**src/rtl/lsb_mem_responder.sv**
```systemverilog
// lsb_mem_responder: byte-serial RAM/IO engine for one LSB load/store at a time,
// returning sign-/zero-extended load words.
module lsb_mem_responder #(
    parameter int         ADDR_WIDTH = 32,
    parameter logic [6:0] LD_TYPE    = 7'b0000011,
    parameter logic [6:0] ST_TYPE    = 7'b0100011,
    parameter logic [1:0] IO_SEL     = 2'b11
) (
    input  logic                  clk_in,
    input  logic                  rst_n_in,
    input  logic                  rdy_in,
    input  logic                  clear_in,
    input  logic                  lsb_visit_mem,
    input  logic [6:0]            op_type_in,
    input  logic [2:0]            op_in,
    input  logic [ADDR_WIDTH-1:0] addr_in,
    input  logic [31:0]           data_in,
    output logic                  cache_welcome_signal,
    output logic                  cache_ready,
    output logic                  is_load,
    output logic [31:0]           data_out,
    input  logic [7:0]            mem_din,
    output logic [7:0]            mem_dout,
    output logic [ADDR_WIDTH-1:0] mem_a,
    output logic                  mem_wr,
    input  logic                  io_buffer_full
);
    typedef enum logic [1:0] {IDLE, LOAD, STORE, DRAIN} state_t;
    state_t state, state_nx;
    logic [2:0]            op_q;
    logic [ADDR_WIDTH-1:0] addr_q, a_cur, mem_a_d;
    logic [31:0]           data_q, d_src, word_q, word_ins, word_d, ext, data_out_d;
    logic [2:0]            cnt, cnt_d, idx, nb;
    logic [2:0]            op_cur;
    logic [1:0]            p;
    logic [7:0]            d_byte, mem_dout_d;
    logic                  is_idle, is_st_mode, is_ld_req, is_st_req, go, stall, issue, fire;
    logic                  ld_done, st_done, sgn;
    logic                  mem_wr_q, mem_wr_d, welcome_d, ready_d, is_load_d;

    assign is_idle    = state == IDLE;
    assign is_ld_req  = op_type_in == LD_TYPE;
    assign is_st_req  = op_type_in == ST_TYPE;
    assign go         = is_idle & lsb_visit_mem & ~clear_in & (is_ld_req | is_st_req);
    assign op_cur     = is_idle ? op_in : op_q;
    assign nb         = op_cur[1:0] == 2'd0 ? 3'd1 : op_cur[1:0] == 2'd1 ? 3'd2 : 3'd4;
    // The accepting edge already issues byte 0, so IDLE works from the live request inputs.
    assign idx        = is_idle ? 3'd0 : cnt;
    assign a_cur      = (is_idle ? addr_in : addr_q) + ADDR_WIDTH'(idx);
    assign d_src      = is_idle ? data_in : data_q;
    assign d_byte     = d_src[8*idx[1:0] +: 8];
    assign is_st_mode = is_idle ? is_st_req : (state == STORE || state == DRAIN);
    assign stall      = is_st_mode & io_buffer_full & (a_cur[17:16] == IO_SEL);
    assign issue      = is_idle ? go : (idx < nb) & ~(state == LOAD & clear_in);
    assign fire       = issue & ~stall;
    assign ld_done    = state == LOAD && cnt == nb + 3'd1;
    assign st_done    = (state == STORE || state == DRAIN) && cnt == nb;
    assign mem_wr     = mem_wr_q & rdy_in;

    // Load bytes arrive two edges after issue; cnt 2..5 maps to byte lanes 0..3.
    assign p = cnt[1:0] - 2'd2;
    always_comb begin
        word_ins = word_q;
        word_ins[8*p +: 8] = mem_din;
    end

    assign sgn = ~op_q[2];
    assign ext = op_q[1:0] == 2'd0 ? {{24{sgn & word_ins[7]}}, word_ins[7:0]} :
                 op_q[1:0] == 2'd1 ? {{16{sgn & word_ins[15]}}, word_ins[15:0]} : word_ins;

    always_ff @(posedge clk_in or negedge rst_n_in) begin
        if (!rst_n_in)
            state <= IDLE;
        else if (rdy_in)
            state <= state_nx;
    end

    always_comb begin
        state_nx = state;
        case (state)
            IDLE:    state_nx = go ? (is_ld_req ? LOAD : STORE) : IDLE;
            LOAD:    state_nx = (clear_in || ld_done) ? IDLE : LOAD;
            STORE:   state_nx = st_done ? IDLE : clear_in ? DRAIN : STORE;
            DRAIN:   state_nx = st_done ? IDLE : DRAIN;
            default: state_nx = IDLE;
        endcase
    end

    always_comb begin
        welcome_d  = go;
        ready_d    = ~clear_in & (ld_done | (state == STORE & st_done));
        is_load_d  = ~clear_in & ld_done;
        mem_wr_d   = fire & is_st_mode;
        mem_a_d    = fire ? a_cur : mem_a;
        mem_dout_d = mem_wr_d ? d_byte : mem_dout;
        cnt_d      = is_idle ? {2'b00, fire} : state == LOAD ? cnt + 3'd1 : cnt + {2'b00, fire};
        word_d     = (state == LOAD && cnt >= 3'd2) ? word_ins : word_q;
        data_out_d = is_load_d ? ext : data_out;
    end

    always_ff @(posedge clk_in or negedge rst_n_in) begin
        if (!rst_n_in) begin
            op_q                 <= '0;
            addr_q               <= '0;
            data_q               <= '0;
            cnt                  <= '0;
            word_q               <= '0;
            mem_a                <= '0;
            mem_dout             <= '0;
            mem_wr_q             <= 1'b0;
            cache_welcome_signal <= 1'b0;
            cache_ready          <= 1'b0;
            is_load              <= 1'b0;
            data_out             <= '0;
        end else if (rdy_in) begin
            if (go) begin
                op_q   <= op_in;
                addr_q <= addr_in;
                data_q <= data_in;
            end
            cnt                  <= cnt_d;
            word_q               <= word_d;
            mem_a                <= mem_a_d;
            mem_dout             <= mem_dout_d;
            mem_wr_q             <= mem_wr_d;
            cache_welcome_signal <= welcome_d;
            cache_ready          <= ready_d;
            is_load              <= is_load_d;
            data_out             <= data_out_d;
        end
    end
endmodule
```
**config.mk**
```make
export PLATFORM = sky130hd
export DESIGN_NAME = lsb_mem_responder
export DESIGN_NICKNAME = d
export VERILOG_FILES = /design/src/rtl/lsb_mem_responder.sv
export SDC_FILE = /design/constraint.sdc
export NUM_CORES = 1
export LEC_CHECK = 0
export CORE_UTILIZATION = 50
export CTS_CLUSTER_SIZE = 12
export DETAILED_ROUTE_END_ITERATION = 16
export PLACE_DENSITY = 0.85
export SLEW_MARGIN = 40
export SYNTH_ARGS = -nofsm -noshare
export SYNTH_HDL_FRONTEND = slang
export SYNTH_SLANG_ARGS = --single-unit
```
**constraint.sdc**
```tcl
create_clock -name clk_in -period 13.95 [get_ports clk_in]
set_input_delay 2.79 -clock clk_in [delete_from_list [all_inputs] [get_ports clk_in]]
set_output_delay 2.79 -clock clk_in [all_outputs]
set_load 0.01 [all_outputs]
```
==> metrics.md <==
| Metric | Value |
|---|---|
| CP peak stage delay | `0.55 ns` |
| Hold-fix buffers at CTS | `0` |
| Cells along the critical path | `clkdlybuf4s50_1 -> buf_4 -> and2_1 -> clkdlybuf4s50_1` |
| Synthesized area | `a little over 0.009 mm2` |
| Pleak | `around 5.3 nW` |
| DR iter-0 viols | `406` |
| Pwr dens | `about 120 mW/mm2` |
| Multi-input logic area | `around 0.0044 mm2` |
| Critical path's slowest cell | `clkdlybuf4s50_1` |
| Final Hold Viols | `0` |
| Avg Cell Area, Syn | `between 10 and 15 um2` |
| CP top delay family | `buffers and inverters` |
| Final wirelength | `about 22000 um` |
| Final setup vio count | `0` |
| Fmax | `around 0.14 GHz` |
| Post-synthesis sequential area ratio | `0.490` |
| Largest cells by area after synthesis | `dfrtp_1 49%, mux2_2 12%, nand2_1 4.7%, a21oi_1 3.7%, o21ai_0 3.1%` |
| Yosys warnings | `0` |
| First-pass GRT wire length | `roughly 35000 um` |
| Final WS setup | `around 6.9 ns` |
| DR pass1 iterations | `5` |
| Outcome | `finished clean` |
| Max_cap viols | `0` |
| PortBufs | `163` |
| Vias | `a little over 7000` |
| Crit-path max FO | `18` |
| Top cells by count, synth | `180 x dfrtp_1, 115 x nand2_1, 100 x mux2_2` |
| Num ports | `between 150 and 200` |
| Share of synthesized area spent on multiplexers | `0.165` |
| Setup TNS | `0 ns` |
| Clock H-tree levels | `4` |
| # placed instances | `about 1200` |
| Post-synth EDFFs | `0` |
| Fraction of the mapped netlist area in compound gates | `0.110` |
| Actual slew at the worst max-slew pin | `roughly 0.72 ns` |
| Power, Total | `approximately 1.4 mW` |
| Die X | `between 100 and 150 um` |
| Worst-Skew Late Latency | `0.43 ns` |
| PostCTS Resize Cnt | `0` |
| Crit path buffers/inverters | `3` |
| GRT Max-Usage Layer | `met2` |
| Post-Synth XOR/XNOR Area | `0.0351` |
| Register area | `between 0.004 and 0.005 mm2` |
| Fillers | `1423` |
| Finished Layout Cells | `between 1000 and 1500` |
| HP Class | `flip-flop to flip-flop` |
| Synth unique cells | `60` |
| Placer Congestion | `a little under 0.8` |
| Grt met3 use | `0.0464` |
| Initial antenna violation count | `0` |
| Number of synthesized register bits | `180` |
| Die H | `~140 um` |
| Setup slack at placement | `between 6 and 7 ns` |
| Total gr overflow | `0` |
| Maximum vdd ir drop | `0.0000876 V` |
| CTS Sinks | `between 150 and 200` |
| Type of the worst setup path | `primary input to output pin` |
| Clock Path Buffers | `2` |
| Final period utilization | `0.505` |
| Largest family of logic cells by synthesized area | `multiplexers` |
| Final period demand of the worst path | `7.05 ns` |
| HPWL Detailed | `15000 um` |
| CTS clk-pin slew, worst paths | `~0.060 ns` |
| Synth area leader | `dfrtp_1` |
| Vias in the first global route | `7036` |
| # rows | `49` |
| Initial Utilization | `0.510` |
| Most frequent cell after synthesis | `dfrtp_1` |
| Ys flop type | `dfrtp_1` |
| Antenna Cells | `0` |
| Area post-placement | `between 0.01 and 0.015 mm2` |
| RSZ-0062 raised after global routing | `false` |
| Largest net degree at the start of global routing | `between 60 and 70` |
| Relative slew margins | `0.517` |
| Core box area | `approximately 0.018 mm2` |
| Top cell type's share of synthesized area | `0.490` |
| Via/cell ratio | `between 5 and 6` |
| Met1 GRT Util | `0.307` |
| GRT Resource Usage Total | `0.240` |
| TritonCTS clock tree | `yes` |
| Inserted Clock Buffers | `17` |
| Met2 Usage GRT | `0.390` |
| Post-route DRC | `0` |
| Post-Synth Adder-Cell Area | `0.0185` |
| CP required | `approximately 11 ns` |
| Antenna viol nets, final | `0` |
| Critical path arrival | `around 4.3 ns` |
| Post-synth ARST share | `1.00` |
| Area grow syn2layout | `26.4%` |
| CP Launch Type | `primary input` |
| Slew Limit Fails | `0` |
| CP most frequent cell | `clkdlybuf4s50_1` |
| Simple-Gate Fraction of Synth Area | `0.141` |
| Fraction of layout instances using a drive strength above 1 | `0.161` |
| CP endpoint kind | `output pin` |
| Final-stage net count | `~1100` |
| Skew final | `around 0.0095 ns` |
| Avg WL per Cell | `approximately 17 um` |
| Die area | `0.0189 mm2` |
| Number of post-CTS setup repair buffers | `0` |
| Cells after synthesis | `885` |
| Design Area, Final | `around 0.012 mm2` |
| Synthesized Nets | `approximately 1000` |
| Clock root buffer | `clkbuf_16` |
==> state kept, by name, indices dropped and copies added (netlist names), 2 cells and up <==
register  count
cnt           3
mem_a        32
state         2
op_q          3
data_out     32
word_q       32
mem_dout      8
data_q       32
addr_q       32
==> where the power goes <==
| part | internal (mW) | switching [mW] | total, mW |
|---|---|---|---|
| Sequential | 0.588 | 0.0360 | 0.624 |
| Combinational | 0.149 | 0.130 | 0.279 |
| Clock | 0.286 | 0.208 | 0.493 |
==> path summary, 6_finish.rpt <==
check / startpoint / to / slack (ns) / depth (start not counted)
worst min register to register: mem_a[27] / mem_a[27] / 0.48 / 2
max in group asynchronous: rst_n_in / addr_q[17] / 10.11 / 3
min in group asynchronous: rst_n_in / addr_q[21] / 2.31 / 1
worst max-delay path: rdy_in / mem_wr / 6.90 / 4
worst min-delay path: mem_a[27] / mem_a[27] / 0.48 / 2
worst max register to register: state[1] / mem_a[5] / 9.64 / 10
==> cells in the final DEF (no fill, tap or decap), drive strengths merged, types with 14 or more instances in the layout <==
master and count:
a21oi 68, buf 14, clkbuf 24, clkdlybuf4s50 162, dfrtp 180, inv 39, mux2 100, mux2i 21
nand2 115, nand3 14, nor2 50, nor2b 26, nor4 16, o21ai 59, xnor2 19, xor2 17
==> per-layer routing <==
metal / part of all wire / vias to the layer above / wire [um]
met4: 0.027 / 0 / 593
met5: 0 / - / 0
li1: - / 3366 / -
met2: 0.49 / 224 / 10700
met3: 0.057 / 45 / 1250
met1: 0.43 / 3521 / 9310
==> tightest hold or removal path, cell delays in order, from the launching register on <==
cell and delay [ns]:
dfrtp_1 0.34, nand2_1 0.05, o21ai_0 0.06
==> through the flow <==
step	hold slack [ns]	util
2_1_floorplan	0.466	-
3_3_place_gp	0.462	0.610
3_5_place_dp	0.473	0.611
4_1_cts	0.489	0.644
5_1_grt	0.506	0.645
6_report	0.482	0.645
==> cells by family after synthesis <==
family	after synthesis
AO/OA/AOI/OAI	171
buffers and inverters	89
AND/OR/NAND/NOR	267
flip-flops	180
multiplexers	129
XOR/XNOR	36
adder cells (fa/ha/maj)	13
==> layout make-up <==
| class | instances | share of cell area |
|---|---|---|
| inverters | 37 | 0.0119 |
| clock inverters | 9 | 0.0102 |
| flip-flops and latches | 180 | 0.387 |
| clock buffers | 23 | 0.0419 |
| repair buffers | 177 | 0.150 |
| well taps | 229 | 0.0246 |
| multi-input cells | 616 | 0.374 |
(Power assumes the default switching activity.)
